<file path="config.mk">
export PLATFORM = sky130hd
export DESIGN_NAME = mips_mc_control
export DESIGN_NICKNAME = d
export VERILOG_FILES = /design/src/rtl/mips_pkg.sv /design/src/rtl/mips_mem_watchdog.sv /design/src/rtl/mips_mc_control.sv
export SDC_FILE = /design/constraint.sdc
export NUM_CORES = 1
export LEC_CHECK = 0
export BUFFER_PORTS_ARGS = -buffer_cell sky130_fd_sc_hd__buf_2
export CORE_UTILIZATION = 52
export DETAILED_ROUTE_END_ITERATION = 8
export GPL_TIMING_DRIVEN = 0
export PLACE_DENSITY_LB_ADDON = 0.08
export SETUP_SLACK_MARGIN = 0.4
export SLEW_MARGIN = 20
export SYNTH_ARGS = -nofsm -noshare
export SYNTH_HDL_FRONTEND = slang
export SYNTH_HIERARCHICAL = 1
export SYNTH_SLANG_ARGS = --single-unit
</file>
<file path="constraint.sdc">
create_clock -name clk -period 4.4 [get_ports clk]
set_input_delay 0.66 -clock clk [delete_from_list [all_inputs] [get_ports clk]]
set_output_delay 0.66 -clock clk [all_outputs]
set_load 0.02 [all_outputs]
</file>
<file path="src/rtl/mips_pkg.sv">
// Shared MIPS definitions: opcodes, multi-cycle control states and the
// mux/ALU/trap encodings used across the datapath and control blocks.
package mips_pkg;

    localparam logic [5:0] OP_RTYPE = 6'h00;
    localparam logic [5:0] OP_J     = 6'h02;
    localparam logic [5:0] OP_BEQ   = 6'h04;
    localparam logic [5:0] OP_ADDI  = 6'h08;
    localparam logic [5:0] OP_LW    = 6'h23;
    localparam logic [5:0] OP_SW    = 6'h2B;

    typedef enum logic [3:0] {
        S_FETCH  = 4'd0,
        S_DECODE = 4'd1,
        S_MEMADR = 4'd2,
        S_MEMRD  = 4'd3,
        S_MEMWB  = 4'd4,
        S_MEMWR  = 4'd5,
        S_EXEC   = 4'd6,
        S_ALUWB  = 4'd7,
        S_BRANCH = 4'd8,
        S_ADDIEX = 4'd9,
        S_ADDIWB = 4'd10,
        S_JUMP   = 4'd11,
        S_TRAP   = 4'd15
    } state_t;

    localparam logic [1:0] ALU_ADD   = 2'd0;
    localparam logic [1:0] ALU_SUB   = 2'd1;
    localparam logic [1:0] ALU_FUNCT = 2'd2;

    localparam logic [1:0] SRCB_REGB    = 2'd0;
    localparam logic [1:0] SRCB_FOUR    = 2'd1;
    localparam logic [1:0] SRCB_IMM     = 2'd2;
    localparam logic [1:0] SRCB_IMM_SH2 = 2'd3;

    localparam logic [1:0] PC_ALU    = 2'd0;
    localparam logic [1:0] PC_ALUOUT = 2'd1;
    localparam logic [1:0] PC_JUMP   = 2'd2;

    localparam logic [1:0] TC_NONE    = 2'd0;
    localparam logic [1:0] TC_ILLEGAL = 2'd1;
    localparam logic [1:0] TC_TIMEOUT = 2'd2;

endpackage

</file>
<file path="src/rtl/mips_mem_watchdog.sv">
// Memory-wait watchdog: counts consecutive stalled cycles and flags the
// stall cycle that reaches TIMEOUT (TIMEOUT=0 disables it).
module mips_mem_watchdog #(
    parameter int unsigned TIMEOUT = 255,
    parameter int unsigned TMO_W   = 8
) (
    input  logic clk,
    input  logic rst,
    input  logic waiting,
    input  logic clear,
    output logic expired
);

    // expired fires combinationally on the TIMEOUT-th stall cycle, so the
    // count only has to reach TIMEOUT-1 in the register.
    localparam logic [TMO_W-1:0] LAST = TMO_W'((TIMEOUT == 0) ? 0 : TIMEOUT - 1);

    logic [TMO_W-1:0] count;

    always_ff @(posedge clk) begin
        if (rst || clear) begin
            count <= '0;
        end else if (waiting) begin
            count <= count + TMO_W'(1);
        end
    end

    assign expired = (TIMEOUT != 0) && waiting && (count == LAST);

endmodule

</file>
<file path="src/rtl/mips_mc_control.sv">
// Multi-cycle MIPS control FSM: sequences fetch/decode/execute/memory/
// writeback, handshakes with shared memory, traps on bad opcodes/timeouts.
module mips_mc_control
    import mips_pkg::*;
#(
    parameter int unsigned TIMEOUT = 255,
    parameter int unsigned TMO_W   = 8
) (
    input  logic       clk,
    input  logic       rst,
    input  logic [5:0] opcode,
    input  logic       alu_zero,
    input  logic       mem_ready,
    output logic       pc_write,
    output logic       pc_write_cond,
    output logic       iord,
    output logic       mem_read,
    output logic       mem_write,
    output logic       ir_write,
    output logic       mem_to_reg,
    output logic       reg_dst,
    output logic       reg_write,
    output logic       alu_src_a,
    output logic [1:0] alu_src_b,
    output logic [1:0] alu_op,
    output logic [1:0] pc_src,
    output logic       retire,
    output logic       trap,
    output logic [1:0] trap_cause,
    output logic [3:0] state_dbg
);

    state_t     state, state_next;
    logic [1:0] cause_next;
    logic [1:0] trap_cause_q;
    logic       waiting, expired;

    always_ff @(posedge clk) begin
        if (rst) begin
            state        <= S_FETCH;
            trap_cause_q <= TC_NONE;
        end else begin
            state <= state_next;
            if (state != S_TRAP && state_next == S_TRAP) begin
                trap_cause_q <= cause_next;
            end
        end
    end

    assign waiting = ((state == S_FETCH) || (state == S_MEMRD) || (state == S_MEMWR))
                     && !mem_ready;

    mips_mem_watchdog #(
        .TIMEOUT (TIMEOUT),
        .TMO_W   (TMO_W)
    ) u_watchdog (
        .clk     (clk),
        .rst     (rst),
        .waiting (waiting),
        .clear   (state_next != state),
        .expired (expired)
    );

    // alu_zero is consumed by the datapath through pc_write_cond; the
    // sequence itself never branches on it.
    logic unused_zero;
    assign unused_zero = alu_zero;

    always_comb begin
        state_next    = state;
        cause_next    = TC_NONE;
        pc_write      = 1'b0;
        pc_write_cond = 1'b0;
        iord          = 1'b0;
        mem_read      = 1'b0;
        mem_write     = 1'b0;
        ir_write      = 1'b0;
        mem_to_reg    = 1'b0;
        reg_dst       = 1'b0;
        reg_write     = 1'b0;
        alu_src_a     = 1'b0;
        alu_src_b     = SRCB_REGB;
        alu_op        = ALU_ADD;
        pc_src        = PC_ALU;
        retire        = 1'b0;
        trap          = 1'b0;

        case (state)
            S_FETCH: begin
                mem_read  = 1'b1;
                alu_src_b = SRCB_FOUR;
                ir_write  = mem_ready;
                pc_write  = mem_ready;
                if (mem_ready) begin
                    state_next = S_DECODE;
                end else if (expired) begin
                    state_next = S_TRAP;
                    cause_next = TC_TIMEOUT;
                end
            end
            S_DECODE: begin
                alu_src_b = SRCB_IMM_SH2;
                case (opcode)
                    OP_LW, OP_SW: state_next = S_MEMADR;
                    OP_RTYPE:     state_next = S_EXEC;
                    OP_BEQ:       state_next = S_BRANCH;
                    OP_ADDI:      state_next = S_ADDIEX;
                    OP_J:         state_next = S_JUMP;
                    default: begin
                        state_next = S_TRAP;
                        cause_next = TC_ILLEGAL;
                    end
                endcase
            end
            S_MEMADR: begin
                alu_src_a  = 1'b1;
                alu_src_b  = SRCB_IMM;
                state_next = (opcode == OP_SW) ? S_MEMWR : S_MEMRD;
            end
            S_MEMRD: begin
                iord     = 1'b1;
                mem_read = 1'b1;
                if (mem_ready) begin
                    state_next = S_MEMWB;
                end else if (expired) begin
                    state_next = S_TRAP;
                    cause_next = TC_TIMEOUT;
                end
            end
            S_MEMWB: begin
                mem_to_reg = 1'b1;
                reg_write  = 1'b1;
                retire     = 1'b1;
                state_next = S_FETCH;
            end
            S_MEMWR: begin
                iord      = 1'b1;
                mem_write = 1'b1;
                retire    = mem_ready;
                if (mem_ready) begin
                    state_next = S_FETCH;
                end else if (expired) begin
                    state_next = S_TRAP;
                    cause_next = TC_TIMEOUT;
                end
            end
            S_EXEC: begin
                alu_src_a  = 1'b1;
                alu_op     = ALU_FUNCT;
                state_next = S_ALUWB;
            end
            S_ALUWB: begin
                reg_dst    = 1'b1;
                reg_write  = 1'b1;
                retire     = 1'b1;
                state_next = S_FETCH;
            end
            S_BRANCH: begin
                alu_src_a     = 1'b1;
                alu_op        = ALU_SUB;
                pc_src        = PC_ALUOUT;
                pc_write_cond = 1'b1;
                retire        = 1'b1;
                state_next    = S_FETCH;
            end
            S_ADDIEX: begin
                alu_src_a  = 1'b1;
                alu_src_b  = SRCB_IMM;
                state_next = S_ADDIWB;
            end
            S_ADDIWB: begin
                reg_write  = 1'b1;
                retire     = 1'b1;
                state_next = S_FETCH;
            end
            S_JUMP: begin
                pc_src     = PC_JUMP;
                pc_write   = 1'b1;
                retire     = 1'b1;
                state_next = S_FETCH;
            end
            S_TRAP: begin
                trap = 1'b1;
            end
            default: begin
                state_next = S_TRAP;
                cause_next = TC_ILLEGAL;
            end
        endcase
    end

    assign trap_cause = trap_cause_q;
    assign state_dbg  = state;

endmodule

</file>
; ---- Yosys cells after proc, flatten, opt, wreduce, memory -nomap -nowiden
; Cells that the tools add are included.
[word_totals]
ff_bits = 14
romBits = 0
mem_bits_rw = 0
mem_count = 0
latchBits = 0
out_inout_bits = 24
[classes]
n_lt_le_gt_ge = 0
mul = 0
bitwise = 0
n_shift = 0
div_mod_pow = 0
muxes = 26
addsub = 1
n_reduce_logical = 19
n_eq_ne = 21
[op_table]
columns = cell, count
row1 = $pmux 4 s9, 1
row2 = $eq 4x4->1 const B, 6
row3 = $pmux 4 s5, 1
row4 = $eq 4x3->1 const B, 4
row5 = $mux 4, 4
row6 = $eq 6x6->1 const B, 2
row7 = $pmux 2 s3, 2
row8 = $mux 1, 11
row9 = $reduce_or 9->1, 1
row10 = $add 8x1->8 const B, 1
row11 = $eq 4x2->1 const B, 2
row12 = $eq 8x8->1 const B, 1
row13 = $pmux 2 s2, 2
row14 = $reduce_or 2->1, 4
row15 = $eq 6x2->1 const B, 1
row16 = $eq 6x3->1 const B, 1
row17 = $eq 6x4->1 const B, 1
row18 = $logic_not 6->1, 1
row19 = $reduce_or 3->1, 2
row20 = $reduce_or 6->1, 1
row21 = $reduce_or 5->1, 1
row22 = $eq 4x1->1 const B, 1
row23 = $logic_not 4->1, 1
row24 = $mux 2, 2
row25 = other kinds (8), 13

; ---- Logic depth before layout (Yosys ltp)
; Gate-level depths: netlist of the first run.
[depth]
word_depth = 10
mapped_depth = 15

; ---- Hierarchy
; The synthesis of the first run kept the hierarchy.
[by_module_without_submodules]
columns = module, instances, cells_each, area_per_inst_um2, seq_area_each_um2
row1 = mips_mc_control, 1, 136, 928.4, 120.1
row2 = mips_mem_watchdog, 1, 42, 369.1, 160.2

; ---- Worst setup path before layout of the first run
; Ideal clock, no wire load.
[synth_timing]
path_kind = register -> register
startpoint = register state[0] (netlist: state_dbg[0])
endpoint = register u_watchdog.count[1]
slack_ns = 1.248
required_ns = 4.314
t_arrival_ns = 3.067
stages_incl_launch_ff = 16
setup_ns = 0.086
period_less_slack_ns = 3.152
cell_sequence = dfxtp_1 buf_2 or3_1 o21a_1 nor3_1 buf_4 nand4_1 nor2_1 nor3b_1 nor4_1 a2bb2oi_1 o31a_1 o21ai_1 or2_2 clkbuf_1 a211oi_1
[synth_via]
elab_chain_len = 10
elab_cells_between_ends = 25
cone_classes = eq/ne (13) / mux (5) / reduce/logical (7)
[synth_lines]
columns = item, line_no
row1 = from (decl), mips_mc_control.sv:33  ; state_t state, state_next;
row2 = from (signal assigned), mips_mc_control.sv:43  ; state <= state_next;
row3 = $eq 4x2->1 or $logic_not 4->1 (tied branches), mips_mc_control.sv:50  ; assign waiting = ((state == S_FETCH) || (state == S_MEMRD) || (state == S_MEMWR))
row4 = $logic_or 1x1->1, mips_mc_control.sv:50
row5 = $logic_or 1x1->1 (*), mips_mc_control.sv:50
row6 = $logic_and 1x1->1 (*), mips_mc_control.sv:51  ; && !mem_ready;
row7 = named net waiting, mips_mc_control.sv:36  ; logic waiting, expired;
row8 = $logic_and 1x1->1 (*), mips_mem_watchdog.sv:28  ; assign expired = (TIMEOUT != 0) && waiting && (count == LAST);
row9 = named net expired, mips_mc_control.sv:36
row10 = $mux 4 (*), "mips_mc_control.sv:96, mips_mc_control.sv:125, mips_mc_control.sv:142"
row11 = "$mux 4, on equally long branches", "mips_mc_control.sv:140, mips_mc_control.sv:94, mips_mc_control.sv:123"
row12 = $pmux 4 s9 (*), mips_mc_control.sv:88  ; case (state)
row13 = $ne 4x4->1 (*), mips_mc_control.sv:60  ; .clear (state_next != state),
row14 = $logic_or 1x1->1 (*), mips_mem_watchdog.sv:21  ; if (rst || clear) begin
row15 = to (signal assigned), mips_mem_watchdog.sv:24  ; count <= count + TMO_W'(1);
row16 = to (decl), mips_mem_watchdog.sv:18  ; logic [TMO_W-1:0] count;
; The timed path passes the listed nets; every way through them passes the cells marked *.
; A chain may end at the register's enable or synchronous reset.

; ---- Worst setup path after layout of the first run
; Same ends and word-level chain as after synthesis.

==> metrics.md, run 1 <==
| Metric | Value |
|---|---|
| Status | `completed` |
| Post-Syn Area | `approximately 1300 um2` |
| Worst-path clk slew | `~90 ps` |
| Initial core utilization | `0.570` |
| Max rail drop VDD | `~390 uV` |
| Placer congestion estimate | `0.973` |
| First-pass GRT wire length | `around 5600 um` |
| Crit Path Class | `flip-flop to flip-flop` |
| P&R area growth vs syn | `17.1%` |
| CTS resizes | `0` |
| First-iteration detailed-routing DRC count | `56` |
| # DRC | `0` |
| Final hold vios | `0` |
| Unrepaired setup endpoints after global routing | `no` |
| # nets final | `between 200 and 250` |
| P_int | `0.456 mW` |
| Netlist cell types | `52` |
| Fmax | `approximately 280 MHz` |
| Via count | `around 1500` |
| Crit end category | `flip-flop` |
| Syn. warnings | `6` |
| GRT overflow | `0` |
| Hold_buf cts | `0` |
| Max Slew Vio Count | `0` |
| Antenna viol nets, final | `0` |
| Max-Cap Viols | `0` |
| Psw | `around 0.5 mW` |
| Fill count | `~220` |
| Largest net degree at the start of global routing | `11` |
| GRT Util Overall | `0.278` |
| Combinational share of power | `0.724` |
| Die Width | `around 52 um` |
| Net Sw Frac | `0.523` |
| Async set-or-reset flop fraction in the synthesized netlist | `0` |
| Synthesized Nets | `190` |
| Root Buffer | `clkbuf_4` |
| Pre-CTS WS | `866 ps` |
| Slew of the pin with the lowest slew margin | `480 ps` |
| Cts bufs inserted | `3` |
| Top_reg_cell synth | `dfxtp_1` |
| Worst-path cell chain | `buf_2 -> or3_1 -> o21a_1 -> nor3_1 -> buf_4 -> nand4_1 -> nor2_1 -> nor3b_1 -> nor4_1 -> a2bb2oi_1 -> o31a_1 -> o21ai_1 -> or2_2 -> clkbuf_1 -> a211oi_1` |
| Die footprint | `~2700 um2` |
| IO Pins | `34` |
| Synth Register Bits | `14` |
| Clock skew | `6.49 ps` |
| Antenna fix cells | `0` |
| Setup_tns | `0 ps` |
| WL/cell | `14.5 um` |
| Final worst path period need | `about 3600 ps` |
| Worst min-delay path class | `flip-flop to flip-flop` |
| Register area share after synthesis | `0.216` |
| Crit-path max cell delay | `380 ps` |
| Area of the core | `around 2300 um2` |
| Worst path arrival time | `between 3000 and 4000 ps` |
| Post-CTS Setup Repair Bufs | `0` |
| Worst Path Buf+Inv | `3` |
| Max Root-Sink Buffers | `2` |
| Tot Pwr | `roughly 0.96 mW` |
| Worst path slowest cell | `a2bb2oi_1` |
| Share of post-route cells with drive strength above 1 | `0.259` |
| Power Density | `roughly 630 nW/um2` |
| Final setup viols | `0` |
| Max-slew headroom | `0.677` |
| Initial antenna violation count | `0` |
| Final worst slack | `between 700 and 800 ps` |
| Pre-Repair DR Iteration Count | `4` |
| Multi-input gate area | `approximately 900 um2` |
| Startpoint Class | `flip-flop` |
| Clk pwr share | `0.097` |
| Sink Count | `14` |
| Reg power frac | `0.180` |
| Final WL | `3490 um` |
| Row count | `17` |
| Synthesized area per cell | `7.29 um2` |
| Vias in the first global route | `around 1200` |
| Static leakage | `between 0.6 and 0.7 nW` |
| Post-Synthesis Cells | `roughly 180` |
| CTS tree | `done` |
| PortBufs | `30` |
| HPWL after DPL | `2590 um` |
| Crit-path max FO | `10` |
| Max H-tree Level | `1` |
| CP required | `approximately 4600 ps` |
| Period utilisation layout | `0.818` |
| Register area | `around 280 um2` |
| Die Height | `52.0 um` |
| Via/cell ratio | `6.10` |
| Top delay family on crit path | `simple AND/OR/NAND/NOR gates` |
| Worst-Skew Late Latency | `280 ps` |
| EDFF count, synth | `0` |
## placed cells by master (no fill, tap or decap), types with 2 or more instances in the layout
master    instances
o21bai_1          3
buf_4             3
or2_2             2
nor3_1           11
nand4_1           4
o31ai_1           2
xnor2_1           3
o31a_1            2
dfxtp_1          14
and3_1            3
o211ai_1          2
clkbuf_4          3
a211oi_1          6
nor3b_1           2
nand2_1           8
nor2_1           24
or3_1             4
nor4_1            4
xor2_1            3
nor2b_1           3
inv_1             9
o21ai_0           8
buf_2            36
a21oi_1           7
ha_1              2
nand2b_1          4
a31oi_1           2
and2_1            3
nand3_1           4
a211oi_2          2
clkbuf_1          2
o21a_1            4
buf_6             2
## tightest hold or removal path: stages, from the launching register on
cell      delay [ps]
dfxtp_1          330
inv_1             50
a211oi_1          60
## worst paths after layout
kind | from | slack, ps | end | depth (start not counted)
setup / recovery | state_dbg[0] | 800 | u_watchdog/count[1] | 15
setup reg to reg | state_dbg[0] | 800 | u_watchdog/count[1] | 15
hold / removal | trap_cause[1] | 480 | trap_cause[1] | 2
hold reg to reg | trap_cause[1] | 480 | trap_cause[1] | 2
## cells by family after synthesis
group | Yosys count | share of synthesized area
AOI/OAI and AO/OA | 51 | 0.294
adders and majority gates | 2 | 0.0193
buffers and inverters | 23 | 0.0926
xor gates and xnor gates | 6 | 0.0405
and+or+nand+nor | 81 | 0.330
DFF | 14 | 0.216
muxes | 1 | 0.00771
## power by group through the flow
stage               Sequential [mW]  Combinational [mW]  Clock [mW]
floorplan                     0.186               0.499           0
global placement              0.173               0.676           0
detailed placement            0.175               0.684           0
CTS                           0.172               0.686      0.0920
global route                  0.174               0.761      0.0994
finish                        0.172               0.692      0.0924
## cells in the mapped netlist, types with 2 or more instances
master,instances,area [um2]
and3_1,3,18.8
nor3b_1,2,15.0
o31a_1,2,17.5
o211ai_1,2,15.0
xnor2_1,3,26.3
dfxtp_1,14,280
inv_1,9,33.8
nor2_1,24,90.1
buf_4,3,22.5
or2_2,2,12.5
and2_1,3,18.8
buf_2,6,30.0
nand2b_1,4,25.0
o21bai_1,3,22.5
a211oi_2,2,25.0
xor2_1,3,26.3
nor4_1,4,25.0
nand2_1,8,30.0
nor3_1,11,55.1
o21ai_0,8,40.0
o21a_1,4,30.0
nand3_1,4,20.0
or3_1,4,25.0
ha_1,2,25.0
o31ai_1,2,15.0
clkbuf_1,2,7.51
a21oi_1,7,35.0
nand4_1,4,25.0
buf_6,2,22.5
a211oi_1,6,45.0
nor2b_1,3,18.8
a31oi_1,2,12.5
## metal layers
metal  global-route usage  wire [um]  vias to the layer above
met4               0.0541         10                        0
met5                    0          0                        -
li1                     -          -                      729
met3               0.0585        213                        2
met1                0.391       1700                      674
met2                0.432       1570                       58
## registers in the layout, indices dropped and copies added, names as in the netlist
signal,count
u_watchdog/count,8
trap_cause,2
state_dbg,4
## area by class of cell
| type | count | share of cell area |
|---|---|---|
| Clock buffer | 4 | 0.0239 |
| Buffer | 14 | 0.0568 |
| Tap cell | 28 | 0.0231 |
| Multi-Input combinational cell | 141 | 0.591 |
| Inverter | 9 | 0.0222 |
| Sequential cell | 14 | 0.185 |
| Timing Repair Buffer | 30 | 0.0988 |
## through the flow
stage	hold slack, ps	cell area, um2	std cells	util
final	481	1520	240	0.667
after global routing	508	1520	240	0.667
after CTS	481	1520	240	0.667
after detailed placement	465	1480	236	0.651
after global placement	454	1480	236	0.651
after floorplan	458	1300	178	-
(Power assumes the default switching activity.)
==> inputs of run 2 (changes only) <==
--- a/config.mk
+++ b/config.mk
@@ -5,8 +5,9 @@
 export SDC_FILE = /design/constraint.sdc
 export NUM_CORES = 1
 export LEC_CHECK = 0
+export ABC_AREA = 1
 export BUFFER_PORTS_ARGS = -buffer_cell sky130_fd_sc_hd__buf_2
-export CORE_UTILIZATION = 52
+export CORE_UTILIZATION = 47
 export DETAILED_ROUTE_END_ITERATION = 8
 export GPL_TIMING_DRIVEN = 0
 export PLACE_DENSITY_LB_ADDON = 0.08
==> constraint.sdc (replaced) <==
create_clock -name clk -period 2.94 [get_ports clk]
set_input_delay 0.441 -clock clk [delete_from_list [all_inputs] [get_ports clk]]
set_output_delay 0.441 -clock clk [all_outputs]
set_load 0.02 [all_outputs]
==> run 2 against run 1 <==
Against the previous run: global-route usage is 5.3 points lower; sequential share of layout area decreased by 0.72 points; cell count increased by 19%; worst setup slack got worse by 380 ps; final area increased by 6.8%; combinational power is 59% higher; highest routed layer is now met3; synthesized area is 3.4% lower; register-to-register slack worse by 380 ps; clock power increased by 14%; total power grew 55%; first-iteration DRC count decreased by 50%; sequential power rose by 59%.
==> metrics.md, run 2 <==
| Metric | Value |
|---|---|
| Status | `completed (unchanged)` |
| Max Root-Sink Buffers | `2 (unchanged)` |
| HPWL after DPL | `2290 um (was 2590 um)` |
| R2R setup slack | `420 ps (was 800 ps)` |
| P_int | `0.694 mW (was 0.456 mW)` |
| DP Area | `1470 um2 (was 1480 um2)` |
| Synthesized area per cell | `5.91 um2 (was 7.29 um2)` |
| Row count | `18 (was 17)` |
| M2 GR Usage | `0.354 (was 0.432)` |
| Synthesized Nets | `224 (was 190)` |
| Max-slew headroom | `0.747 (was 0.677)` |
| Max H-tree Level | `1 (unchanged)` |
| Worst-path clk slew | `80 ps (was 90 ps)` |
| Count leader, synth | `nand2_1 (was nor2_1)` |
| Final hold vios | `0 (unchanged)` |
| Antenna viol nets, final | `0 (unchanged)` |
| Crit-path max FO | `8 (was 10)` |
| Static leakage | `0.914 nW (was 0.634 nW)` |
| CP required | `3150 ps (was 4600 ps)` |
| Register area share after synthesis | `0.224 (was 0.216)` |
| P&R area growth vs syn | `29.4% (was 17.1%)` |
| Startpoint Class | `flip-flop (unchanged)` |
| Root Buffer | `clkbuf_4 (unchanged)` |
| Slew of the pin with the lowest slew margin | `375 ps (was 480 ps)` |
| Die Height | `53.6 um (was 52.0 um)` |
| Via count | `1409 (was 1463)` |
| Crit Path Class | `flip-flop to flip-flop (unchanged)` |
| Initial core utilization | `0.502 (was 0.570)` |
| Max rail drop VDD | `721 uV (was 393 uV)` |
| First-iteration detailed-routing DRC count | `28 (was 56)` |
| Share of post-route cells with drive strength above 1 | `0.376 (was 0.259)` |
| Power Density | `914 nW/um2 (was 630 nW/um2)` |
| Die footprint | `2880 um2 (was 2700 um2)` |
| Max Slew Vio Count | `0 (unchanged)` |
| # nets final | `269 (was 225)` |
| Met1 usage | `0.314 (was 0.391)` |
| Largest cells by area after synthesis | `dfxtp_1 22%, nand2_1 14%, nor2_1 11%, inv_1 8.4%, nand3_1 8.0% (was dfxtp_1 22%, nor2_1 6.9%, nor3_1 4.2%, a211oi_1 3.5%, o21ai_0 3.1%)` |
| Die Width | `53.6 um (was 52.0 um)` |
| Sink Count | `14 (unchanged)` |
| Via/cell ratio | `4.94 (was 6.10)` |
| Worst-Skew Late Latency | `270 ps (was 280 ps)` |
| Syn. warnings | `6 (unchanged)` |
| Async set-or-reset flop fraction in the synthesized netlist | `0 (unchanged)` |
| Synth Register Bits | `14 (unchanged)` |
| Post-synth top area cell | `dfxtp_1 (unchanged)` |
| Final setup viols | `0 (unchanged)` |
| GRT Util Overall | `0.225 (was 0.278)` |
| WL/cell | `10.7 um (was 14.5 um)` |
| Psw | `0.790 mW (was 0.500 mW)` |
| Post-Synthesis Cells | `212 (was 178)` |
| Final WL | `3040 um (was 3490 um)` |
| Combinational share of power | `0.744 (was 0.724)` |
| Met3 GRT Util | `0.0593 (was 0.0585)` |
| Netlist cell types | `26 (was 52)` |
| Clock skew | `3.23 ps (was 6.49 ps)` |
| CTS tree | `done (unchanged)` |
| Net Sw Frac | `0.532 (was 0.523)` |
| Top_reg_cell synth | `dfxtp_1 (unchanged)` |
| # DRC | `0 (unchanged)` |
| Largest net degree at the start of global routing | `9 (was 11)` |
| Max reg flops | `8 (unchanged)` |
| Final worst path period need | `2520 ps (was 3600 ps)` |
| Clk pwr share | `0.071 (was 0.097)` |
| Placer congestion estimate | `0.835 (was 0.973)` |
| Top cell type's share of synthesized area | `0.224 (was 0.216)` |
| Fill count | `244 (was 221)` |
| Top post-synthesis cells by count | `46 x nand2_1, 36 x nor2_1, 28 x inv_1 (was 24 x nor2_1, 14 x dfxtp_1, 11 x nor3_1)` |
| GRT overflow | `0 (unchanged)` |
| Reg power frac | `0.185 (was 0.180)` |
| Hold_sp | `rst (was trap_cause[1])` |
| Period utilisation layout | `0.859 (was 0.818)` |
| Commonest non-fill, non-tap cell in the layout | `nand2_1 (was buf_2)` |
| Antenna fix cells | `0 (unchanged)` |
| Largest register by flop count | `u_watchdog/count (unchanged)` |
| Unrepaired setup endpoints after global routing | `yes (was no)` |
| Post-route cell area | `1620 um2 (was 1520 um2)` |
| Worst path arrival time | `2730 ps (was 3800 ps)` |
| EDFF count, synth | `0 (unchanged)` |
| First-pass GRT wire length | `4820 um (was 5640 um)` |
| Fmax | `396 MHz (was 278 MHz)` |
| PortBufs | `32 (was 30)` |
| Crit end category | `flip-flop (unchanged)` |
| GRT Max-Usage Layer | `met2 (unchanged)` |
| Vias in the first global route | `1121 (was 1231)` |
| IO Pins | `34 (unchanged)` |
| Critical path launch point | `state_dbg[1] (was state_dbg[0])` |
| Pre-Repair DR Iteration Count | `4 (unchanged)` |
| Critical R2R Launch | `state_dbg[1] (was state_dbg[0])` |
| Most frequent cells in the layout | `40 x nand2_1, 33 x nor2_1, 32 x buf_2 (was 36 x buf_2, 24 x nor2_1, 14 x dfxtp_1)` |
| Max-Cap Viols | `0 (unchanged)` |
| Post-Syn Area | `1250 um2 (was 1300 um2)` |
| Initial antenna violation count | `0 (unchanged)` |
| Cts bufs inserted | `3 (unchanged)` |
| Setup_tns | `0 ps (unchanged)` |
| Area of the core | `2500 um2 (was 2280 um2)` |
| Worst min-delay path class | `input pin to flip-flop (was flip-flop to flip-flop)` |
==> run 2: cell types whose count changed after synthesis, sizes merged, moves of 5 or more <==
cell / previous run / this run
nand2: 8 / 53
nand3: 4 / 25
nor3: 11 / 1
nor2: 24 / 45
buf: 12 / 5
inv: 9 / 31
a21oi: 7 / 12
o21ai: 9 / 15
a211oi: 8 / 0
==> run 2: cells by family (layout without fill, tap and decap cells) <==
logic type | after synthesis | in the layout | share of synthesized area
AND/OR/NAND/NOR | 129 | 129 | 0.496
buffers and inverters | 37 | 80 | 0.133
AO/OA/AOI/OAI | 30 | 30 | 0.128
flip-flops | 14 | 14 | 0.224
adder cells (fa/ha/maj) | 2 | 2 | 0.0200
==> run 2: cell type report <==
cell class,instances,area (um2),share of cell area
tap,30,37.5,0.0231
multi-input combinational,161,888,0.547
buffer,5,45.0,0.0278
clock buffer,3,22.5,0.0139
inverter,32,121,0.0748
timing repair buffer,40,220,0.136
sequential,14,288,0.177
==> run 2: through the flow <==
stage / instances / hold slack [ps] / power (mW) / util / setup WS, ps
floorplan: 212 / 437 / 0.992 / - / 418
global placement: 274 / 443 / 1.21 / 0.589 / 229
detailed placement: 274 / 441 / 1.21 / 0.589 / 220
CTS: 282 / 402 / 1.42 / 0.627 / 402
global route: 285 / 393 / 1.60 / 0.649 / 205
finish: 285 / 412 / 1.48 / 0.649 / 416
==> run 2: power groups by stage <==
| stage | logic (mW) | clock network [mW] | registers [mW] |
|---|---|---|---|
| after CTS | 1.04 | 0.111 | 0.273 |
| after global placement | 0.939 | 0 | 0.269 |
| after floorplan | 0.699 | 0 | 0.293 |
| final | 1.10 | 0.105 | 0.274 |
| after detailed placement | 0.941 | 0 | 0.271 |
| after global routing | 1.20 | 0.121 | 0.281 |
==> run 2: routing by layer <==
layer | up-vias | part of all wire
met3 | 0 | 0.059
met1 | 607 | 0.51
met4 | 0 | 0
li1 | 762 | -
met5 | - | 0
met2 | 40 | 0.43
==> run 2: path summary, 6_finish.rpt <==
kind         cells past startpoint                   to
min                              2         state_dbg[2]
max                             21  u_watchdog/count[3]
min reg2reg                      2        trap_cause[0]
max reg2reg                     21  u_watchdog/count[3]
==> run 2: repair_timing <==
action / in CTS / in global routing
hold buffers: 0 / 0
buffers inserted: 5 / 3
endpoints found under the setup margin: 8 / 8
hold endpoints to repair: 0 / 0
pin swaps: 14 / 17
gates cloned: 0 / 0
resized for setup: 16 / 11
==> run 2: worst max-delay path, stage by stage, from the launching register on <==
cell	delay, ps
dfxtp_2	330
buf_6	130
nand2_4	80
inv_2	50
nand2_2	70
nand2_2	70
nor2_4	100
nor2_1	50
buf_4	130
nand4_1	120
nor3_4	60
o21ai_0	150
nand2_1	90
a21oi_2	160
nand3_1	120
nand2_1	70
nand2_1	40
nor2_1	110
nand2_2	80
nor2_4	220
o21ai_1	100
a21oi_1	110
==> inputs of run 3 (changes only) <==
--- a/config.mk
+++ b/config.mk
@@ -7,7 +7,7 @@
 export LEC_CHECK = 0
 export ABC_AREA = 1
 export BUFFER_PORTS_ARGS = -buffer_cell sky130_fd_sc_hd__buf_2
-export CORE_UTILIZATION = 47
+export CORE_UTILIZATION = 40
 export DETAILED_ROUTE_END_ITERATION = 8
 export GPL_TIMING_DRIVEN = 0
 export PLACE_DENSITY_LB_ADDON = 0.08
==> run 3 against run 2 <==
Against the previous run: final area grew 3.7%; critical endpoint is now u_watchdog/count[0]; critical path type unchanged; clock power grew 6%; the run now ends with design-rule violations left; largest cell class unchanged; total power grew 4.9%.
==> metrics.md, run 3 (synthesized netlist as in run 2, its figures left out) <==
| Metric | Value |
|---|---|
| Most frequent cells in the layout | `41 x nand2_1, 33 x nor2_1, 32 x buf_2 (was 40 x nand2_1, 33 x nor2_1, 32 x buf_2)` |
| Max reg flops | `8 (unchanged)` |
| Worst-path cell chain | `buf_6 -> inv_1 -> nand2_2 -> nor2_4 -> nor2_4 -> nor2_1 -> buf_4 -> nand4_1 -> nor3_4 -> or2_2 -> nand3_2 -> nand4_1 -> nand2_1 -> nor2_1 -> nand2_2 -> nor2_4 -> o21ai_1 -> a21oi_1 (was buf_6 -> nand2_4 -> inv_2 -> nand2_2 -> nand2_2 -> nor2_4 -> nor2_1 -> buf_4 -> nand4_1 -> nor3_4 -> o21ai_0 -> nand2_1 -> a21oi_2 -> nand3_1 -> nand2_1 -> nand2_1 -> nor2_1 -> nand2_2 -> nor2_4 -> o21ai_1 -> a21oi_1)` |
| FF-to-FF path depth | `18 (was 21)` |
| First-iteration detailed-routing DRC count | `55 (was 28)` |
| GRT Max-Usage Layer | `met2 (unchanged)` |
| Crit-path max FO | `8 (unchanged)` |
| # nets final | `276 (was 269)` |
| Worst reg2reg endpoint | `u_watchdog/count[0] (was u_watchdog/count[3])` |
| Root Buffer | `clkbuf_4 (unchanged)` |
| Worst-Skew Late Latency | `280 ps (was 270 ps)` |
| Startpoint Class | `flip-flop (unchanged)` |
| Initial core utilization | `0.439 (was 0.502)` |
| Pre-CTS WS | `223 ps (was 220 ps)` |
| Max Root-Sink Buffers | `2 (unchanged)` |
| Met3 GRT Util | `0.0491 (was 0.0593)` |
| Placer congestion estimate | `0.923 (was 0.835)` |
| Vias in the first global route | `1258 (was 1121)` |
| Antenna fix cells | `0 (unchanged)` |
| IO Pins | `34 (unchanged)` |
| Status | `finished with violations (was completed)` |
| Hold_sp | `rst (unchanged)` |
| Crit Path Class | `flip-flop to flip-flop (unchanged)` |
| Largest net degree at the start of global routing | `10 (was 9)` |
| Max H-tree Level | `1 (unchanged)` |
| Fmax | `394 MHz (was 396 MHz)` |
| Commonest non-fill, non-tap cell in the layout | `nand2_1 (unchanged)` |
| Slew of the pin with the lowest slew margin | `369 ps (was 375 ps)` |
| Sink Count | `14 (unchanged)` |
| Initial antenna violation count | `0 (unchanged)` |
| Final WL | `3360 um (was 3040 um)` |
| Hold_buf cts | `0 (unchanged)` |
| M2 GR Usage | `0.323 (was 0.354)` |
| First-pass GRT wire length | `5500 um (was 4820 um)` |
| Post-route cell area | `1680 um2 (was 1620 um2)` |
| Crit-path max cell delay | `330 ps (about the same)` |
| Via/cell ratio | `5.14 (was 4.94)` |
| Met1 usage | `0.291 (was 0.314)` |
| Die footprint | `3360 um2 (was 2880 um2)` |
| Most used cell, CP | `nor2_4` |
| Worst path slowest cell | `dfxtp_2 (unchanged)` |
| Cts bufs inserted | `3 (unchanged)` |
| Area of the core | `2850 um2 (was 2500 um2)` |
| Pre-Repair DR Iteration Count | `6 (was 4)` |
| Hold path cells | `2 (unchanged)` |
| WL/cell | `11.5 um (was 10.7 um)` |
| Die Width | `58.0 um (was 53.6 um)` |
| Cell Count, Final, Fillers Out | `293 (was 285)` |
| Tot Pwr | `1.56 mW (was 1.48 mW)` |
| Hold Path End | `state_dbg[2] (unchanged)` |
| CP required | `3160 ps (was 3150 ps)` |
| Final setup viols | `0 (unchanged)` |
| CTS tree | `done (unchanged)` |
| Final worst path period need | `2540 ps (was 2520 ps)` |
| Worst-path clk slew | `80 ps (about the same)` |
| Static leakage | `0.953 nW (was 0.914 nW)` |
| Max rail drop VDD | `474 uV (was 721 uV)` |
| Die Height | `58.0 um (was 53.6 um)` |
| Share of post-route cells with drive strength above 1 | `0.385 (was 0.376)` |
| Antenna viol nets, final | `0 (unchanged)` |
| Period utilisation layout | `0.864 (was 0.859)` |
| Failing checks | `design-rule violations` |
| Top delay family on crit path | `simple AND/OR/NAND/NOR gates (unchanged)` |
| DP Area | `1470 um2 (about the same)` |
| Max Slew Vio Count | `0 (unchanged)` |
| Final worst slack | `399 ps (was 416 ps)` |
| Worst path arrival time | `2760 ps (was 2730 ps)` |
| PortBufs | `32 (unchanged)` |
| HPWL after DPL | `2360 um (was 2290 um)` |
| Largest register by flop count | `u_watchdog/count (unchanged)` |
| Setup_tns | `0 ps (unchanged)` |
| R2R setup slack | `400 ps (was 420 ps)` |
| # DRC | `1 (was 0)` |
| Crit end category | `flip-flop (unchanged)` |
| Worst min-delay path class | `input pin to flip-flop (unchanged)` |
| Dpl cells | `275 (was 274)` |
| Final hold vios | `0 (unchanged)` |
| Via count | `1506 (was 1409)` |
| GRT overflow | `0 (unchanged)` |
| Unrepaired setup endpoints after global routing | `yes (unchanged)` |
| Max-slew headroom | `0.751 (was 0.747)` |
| Critical R2R Launch | `state_dbg[1] (unchanged)` |
| Row count | `19 (was 18)` |
| Worst Path Buf+Inv | `3 (unchanged)` |
| Max-Cap Viols | `0 (unchanged)` |
| GRT Util Overall | `0.207 (was 0.225)` |
| Clock skew | `5.54 ps (was 3.23 ps)` |
| P&R area growth vs syn | `34.2% (was 29.4%)` |
| Power Density | `925 nW/um2 (was 914 nW/um2)` |
[run 3: changes by cell type in the layout (fill, tap and decap cells not counted), sizes merged]
cell	before	now
buf	45	52
[run 3: layout make-up]
cell class                 instances  area, um2
fill                             286       1170
sequential                        14        290
clock buffer                       3       22.5
timing repair buffer              47        273
buffer                             5       45.0
multi-input combinational        161        890
inverter                          32        124
tap                               31       38.8
[run 3: what timing repair did]
item                                    CTS  global route
setup buffers                             4            11
pin swaps                                 9            20
endpoints found under the setup margin    8             8
resized for setup                        13            15
[run 3: worst max path at each step]
stage          slack (ps)  depth (start not counted)                  end          from
3_5_place_dp          220                         21  u_watchdog/count[1]  state_dbg[2]
3_3_place_gp          220                         20  u_watchdog/count[1]  state_dbg[3]
5_1_grt               200                         21  u_watchdog/count[0]  state_dbg[1]
2_1_floorplan         420                         21  u_watchdog/count[0]  state_dbg[2]
4_1_cts               410                         21  u_watchdog/count[1]  state_dbg[2]
6_report              400                         18  u_watchdog/count[0]  state_dbg[1]
[run 3: power breakdown]
part           internal, mW  switching, mW  total (mW)
clock                0.0476         0.0630       0.111
combinational         0.458          0.709        1.17
sequential            0.230         0.0486       0.279
total                 0.736          0.821        1.56
[run 3: metal layers]
layer  wire [um]  vias up
met4          41        0
met1        1590      678
li1            -      773
met3         219        6
met2        1510       49
met5           0        -
[run 3: metrics by stage]
stage                     utilization  hold WS (ps)
after CTS                       0.542           393
after floorplan                     -           437
final                           0.590           396
after global placement          0.516           444
after detailed placement        0.516           448
after global routing            0.590           381
